==> src/rtl/fir_stream_driver_if.sv <==
// Valid/ready sample stream used on both the upstream (slave) and downstream
// (master) sides of fir_stream_driver.
interface fir_stream_driver_if #(
  parameter int DW = 18
);
  logic          valid;
  logic          ready;
  logic [DW-1:0] data;

  modport master (output valid, output data, input ready);
  modport slave  (input valid, input data, output ready);
endinterface

==> src/rtl/fir_stream_driver.sv <==
// Lossless valid/ready wrapper around the free-running fir core: throttles the core with
// clk_ena and buffers its results. Define FIR_DRV_STALL_CNT_EN to add the stall_cnt port.
module fir_stream_driver #(
  parameter int DW        = 18,
  parameter int OUT_DEPTH = 4,
  parameter int LATENCY   = 18
) (
  input  logic                clk,
  input  logic                reset,
  fir_stream_driver_if.slave  s,
  fir_stream_driver_if.master m,
  output logic                f_clk_ena,
  output logic                f_i_valid,
  output logic [DW-1:0]       f_i_in,
  input  logic                f_o_valid,
  input  logic [DW-1:0]       f_o_out,
  output logic                idle
`ifdef FIR_DRV_STALL_CNT_EN
  ,
  output logic [15:0]         stall_cnt
`endif
);

  localparam int AW = $clog2(OUT_DEPTH);
  localparam int CW = $clog2(OUT_DEPTH + 1);
  localparam int IW = $clog2(LATENCY + 2);

  logic [DW-1:0] fifo_mem [OUT_DEPTH];
  logic [AW-1:0] wr_ptr;
  logic [AW-1:0] rd_ptr;
  logic [CW-1:0] fifo_count;
  logic [IW-1:0] in_flight;

  logic fifo_has_room;
  logic push;
  logic pop;
  logic accept;

  // The core may only advance if the result it might retire has somewhere to go.
  assign fifo_has_room = (fifo_count < CW'(OUT_DEPTH));
  assign m.valid       = (fifo_count != '0);
  assign pop           = m.valid && m.ready;
  assign f_clk_ena     = fifo_has_room || pop;

  assign s.ready   = f_clk_ena;
  assign f_i_valid = s.valid;
  assign f_i_in    = s.valid ? s.data : '0;
  assign accept    = s.valid && f_clk_ena;
  assign push      = f_clk_ena && f_o_valid;

  assign m.data = fifo_mem[rd_ptr];
  assign idle   = (in_flight == '0) && (fifo_count == '0);

  // Output FIFO: power-of-two depth, so the pointers wrap by natural overflow.
  always_ff @(posedge clk or negedge reset) begin
    if (!reset) begin
      wr_ptr     <= '0;
      rd_ptr     <= '0;
      fifo_count <= '0;
      for (int i = 0; i < OUT_DEPTH; i++) begin
        fifo_mem[i] <= '0;
      end
    end else begin
      if (push) begin
        fifo_mem[wr_ptr] <= f_o_out;
        wr_ptr           <= wr_ptr + 1'b1;
      end
      if (pop) begin
        rd_ptr <= rd_ptr + 1'b1;
      end
      if (push && !pop) begin
        fifo_count <= fifo_count + 1'b1;
      end else if (!push && pop) begin
        fifo_count <= fifo_count - 1'b1;
      end
    end
  end

  always_ff @(posedge clk or negedge reset) begin
    if (!reset) begin
      in_flight <= '0;
    end else if (accept && !push) begin
      in_flight <= in_flight + 1'b1;
    end else if (!accept && push) begin
      in_flight <= in_flight - 1'b1;
    end
  end

`ifdef FIR_DRV_STALL_CNT_EN
  // Counts cycles where upstream offered a sample but was held off; saturating.
  always_ff @(posedge clk or negedge reset) begin
    if (!reset) begin
      stall_cnt <= '0;
    end else if (s.valid && !f_clk_ena && (stall_cnt != 16'hFFFF)) begin
      stall_cnt <= stall_cnt + 16'd1;
    end
  end
`endif

endmodule

==> src/flat_wrapper.sv <==
// flat-port wrapper written by rule: the top's interface ports become plain ports
module fir_stream_driver_flat 
#(
  parameter int DW        = 18,
  parameter int OUT_DEPTH = 4,
  parameter int LATENCY   = 18
)
  (clk, reset, f_clk_ena, f_i_valid, f_i_in, f_o_valid, f_o_out, idle, s_valid, s_data, s_ready, m_valid, m_data, m_ready);
  fir_stream_driver_if #(.DW(DW)) s_i ();
  fir_stream_driver_if #(.DW(DW)) m_i ();
  input  logic clk;
  input  logic reset;
  output logic f_clk_ena;
  output logic f_i_valid;
  output logic [DW-1:0] f_i_in;
  input  logic f_o_valid;
  input  logic [DW-1:0] f_o_out;
  output logic idle;
  input wire logic [$bits(s_i.valid)-1:0] s_valid;
  input wire logic [$bits(s_i.data)-1:0] s_data;
  output wire logic [$bits(s_i.ready)-1:0] s_ready;
  output wire logic [$bits(m_i.valid)-1:0] m_valid;
  output wire logic [$bits(m_i.data)-1:0] m_data;
  input wire logic [$bits(m_i.ready)-1:0] m_ready;
  assign s_i.valid = s_valid;
  assign s_i.data = s_data;
  assign s_ready = s_i.ready;
  assign m_valid = m_i.valid;
  assign m_data = m_i.data;
  assign m_i.ready = m_ready;
  fir_stream_driver #(.DW(DW), .OUT_DEPTH(OUT_DEPTH), .LATENCY(LATENCY)) u_core (.clk(clk), .reset(reset), .s(s_i), .m(m_i), .f_clk_ena(f_clk_ena), .f_i_valid(f_i_valid), .f_i_in(f_i_in), .f_o_valid(f_o_valid), .f_o_out(f_o_out), .idle(idle));
endmodule
==> config.mk <==
export PLATFORM = sky130hd
export DESIGN_NAME = fir_stream_driver_flat
export DESIGN_NICKNAME = d
export VERILOG_FILES = /design/src/rtl/fir_stream_driver_if.sv /design/src/rtl/fir_stream_driver.sv /design/src/flat_wrapper.sv
export SDC_FILE = /design/constraint.sdc
export NUM_CORES = 1
export LEC_CHECK = 0
export ABC_AREA = 0
export CORE_MARGIN = 4
export CORE_UTILIZATION = 56
export CTS_CLUSTER_SIZE = 28
export DETAILED_ROUTE_END_ITERATION = 6
export GPL_ROUTABILITY_DRIVEN = 0
export PLACE_DENSITY_LB_ADDON = 0.12
export SYNTH_ARGS = -nofsm -noshare
export SYNTH_HDL_FRONTEND = slang
export SYNTH_SLANG_ARGS = --single-unit
==> constraint.sdc <==
create_clock -name clk -period 5.6 [get_ports clk]
set_input_delay 1.12 -clock clk [delete_from_list [all_inputs] [get_ports clk]]
set_output_delay 1.12 -clock clk [all_outputs]
set_load 0.1 [all_outputs]
==> impl_metrics.csv <==
group,metric,value,unit
run_status,status,"finished clean",
synth,post_synthesis_instance_area,4220,sq um
synth,syn_nets,321,
synth,number_of_library_cell_types_mapped_by_synthesis,30,
setup_path,path_max_fanout,20,
cts,cts.sink_count,84,
cells_and_area,area_growth_syn_to_layout,25.3,%
synth,synth_top_family_by_area,"multiplexers",
sta,grt_setup_unrepaired,"no",
routing,avgRoutedWirePerCell,17.7,um
setup_path,worstSetupPathType,"in -> out",
cells_and_area,multi_input_area,1990,sq um
sta,finalCriticalPeriod,4.32,ns
routing,route.vias.total,2467,
synth,synth_xor_area_share,1.66,%
cells_and_area,nFillCells,509,
job,maxCapViolCount,0,
synth,synth.top_cell.area_share,49.8,%
synth,synth-async-reset-ratio,100,%
cts,clk_pin_slew_worst_paths,0.07,ns
setup_path,critPathArrivalTime,3.20,ns
synth,yosys.area_share.simple,7.14,%
synth,synth_adder_area_share,3.62,%
floorplanning,die-area,8990,sq um
grt,grt_first_pass_wirelength,13200,um
placed_design,detailedPlacementHpwl,5210,um
synth,synthTopCellsByCount,"sky130_fd_sc_hd__dfrtp_1 (84), sky130_fd_sc_hd__mux2_4 (40), sky130_fd_sc_hd__mux2_2 (35)",
floorplanning,die-width,94.8,um
synth,muxShareOfSynthArea,33.4,%
sta,final_critical_path_setup_slack,1.28,ns
floorplanning,row_count,31,
routing,initial_drc_count,83,
setup_path,critPathLaunchType,"input pin",
placed_design,dpl-instance-area,5050,sq um
synth,synth_flop_cell,"sky130_fd_sc_hd__dfrtp_1",
cts,cts-resized-gates,0,
sta,hold_viol,0,
routing,drt_pass1_iterations,4,
cts,clock_tree_from_tritoncts,"built",
cts,clk-insertion-delay-late,0.36,ns
cells_and_area,finish.instance_area,5290,sq um
floorplanning,die_height,94.8,um
synth,synth-seq-area-share,49.8,%
sta,tightest_slew,1.04,ns
setup_path,reg2regPathDepth,8,
sta,timing.clock.skew,0.0104,ns
synth,synth_enable_flop_cells,0,
floorplanning,io_pins,82,
routing,finalWirelength,7980,um
cts,postCtsHoldBufs,0,
synth,yosysTopAreaCell,"sky130_fd_sc_hd__dfrtp_1",
synth,ys_top_cells_by_area,"sky130_fd_sc_hd__dfrtp_1 (50%), sky130_fd_sc_hd__mux2_4 (14%), sky130_fd_sc_hd__mux4_2 (9.6%)",
cells_and_area,sequential_cell_area,2100,sq um
cts,numCtsBuffers,9,
min_path,hold_end,"u_core.fifo_mem[23]",
cells_and_area,final_layout_size_suffix_gt1_share,32.7,%
setup_path,worstSetupEndpointType,"primary output",
sta,slew_headroom,30.7,%
grt,initial_antenna_violation_count,0,
synth,share_of_the_synthesized_area_in_compound_gates_ao_oa_aoi_oai,1.33,%
routing,final_antenna_net_count,0,
synth,syn-instance-count,269,
min_path,min_path_type,"reg -> reg",
sta,final_min_period_over_clock_period,77.1,%
grt,grt_pass1_vias,2689,
sta,setup_total_negative_slack,0,ns
cts,cts_htree_levels,3,
synth,synth-seq-cells,84,
routing,vias_per_cell,5.47,
grt,grt_remaining_overflow,0,
setup_path,rr_endpoint,"u_core.in_flight[4]",
placed_design,port_buffers,81,
cts,post-cts-setup-buffer-count,0,
sta,timing_max_transition_violations_final,0,
sta,worst_hold_slack,0.505,ns
floorplanning,initial_utilization,57.9,%
synth,avg_synthesized_cell_area,15.7,sq um
synth,yosys_warns,0,
cells_and_area,diodes,0,
floorplanning,core_area,7290,sq um
routing,post-route-drc-count,0,
min_path,hold_depth,1,
placed_design,post_place_setup_slack,1.23,ns
setup_path,reg2reg_setup_slack,2.84,ns
cts,clockBufferDepth,2,
sta,fmax,232,MHz
min_path,min_from,"u_core.fifo_mem[23]",
cts,clock-root-buffer,"sky130_fd_sc_hd__clkbuf_8",
sta,count_of_endpoints_failing_setup_in_the_final_report,0,
setup_path,critical_path_required,4.48,ns
grt,grtUsageTotal,19.3,%
synth,yosys.cell_count.top_type,"sky130_fd_sc_hd__dfrtp_1",
grt,grt_start_max_net_pins,85,
cells_and_area,fin_nets,400,
setup_path,crit-reg2reg-launch,"u_core.fifo_count[2]",
==> registers in the layout, summed over array words and instances (netlist names) <==
signal / flops
u_core.fifo_mem: 72
u_core.in_flight: 5
u_core.fifo_count: 3
u_core.rd_ptr: 2
u_core.wr_ptr: 2
==> stage by stage <==
step / cells / util [%]
6_report: 451 / 72.5
5_1_grt: 451 / 72.5
4_1_cts: 451 / 72.5
3_5_place_dp: 436 / 69.3
3_3_place_gp: 436 / 69.3
2_1_floorplan: 269 / -
==> critical path, stage by stage <==
cell	delay, ns
sky130_fd_sc_hd__clkdlybuf4s50_1	0.73
sky130_fd_sc_hd__and2_1	0.20
sky130_fd_sc_hd__clkdlybuf4s50_1	1.14
==> cell type report <==
class | instances | area share (%)
flip-flops and latches | 84 | 39.7
clock inverters | 4 | 1.85
inverters | 6 | 0.426
well taps | 99 | 2.34
repair buffers | 82 | 15.3
multi-input cells | 165 | 37.6
clock buffers | 11 | 2.67
==> cells by family after synthesis <==
logic type / count (synthesis)
DFF: 84
buffers and inverters: 20
and+or+nand+nor: 43
AOI/OAI and AO/OA: 9
adders and majority gates: 11
muxes: 94
xor gates and xnor gates: 8
==> per-layer routing <==
layer	track usage, %	vias up	wire (um)
met2	30.4	77	3760
met3	6.14	11	537
li1	-	1125	-
met5	0	-	0
met4	5.77	0	116
met1	25.6	1254	3570
==> worst max path at each step <==
stage | from | end | slack [ns] | cells past startpoint
after floorplan | u_core.fifo_count[1] | idle | 1.06 | 2
after CTS | s_valid | f_i_in[8] | 1.24 | 3
after global placement | s_valid | f_i_in[10] | 1.33 | 3
final | s_valid | f_i_in[8] | 1.28 | 3
after detailed placement | s_valid | f_i_in[8] | 1.23 | 3
after global routing | s_valid | f_i_in[5] | 1.15 | 3
==> layout by cell type (no fill, tap or decap), types with 6 or more instances in the layout <==
master,n
sky130_fd_sc_hd__mux2_2,35
sky130_fd_sc_hd__clkdlybuf4s50_1,78
sky130_fd_sc_hd__inv_1,6
sky130_fd_sc_hd__ha_1,9
sky130_fd_sc_hd__mux2_4,40
sky130_fd_sc_hd__mux4_2,18
sky130_fd_sc_hd__clkbuf_8,10
sky130_fd_sc_hd__dfrtp_1,84
sky130_fd_sc_hd__and2_1,19
sky130_fd_sc_hd__xnor2_1,6
Power is left out: the tool's default activity adds up to more than one toggle a clock period on the data nets, which glitch-free logic cannot reach.
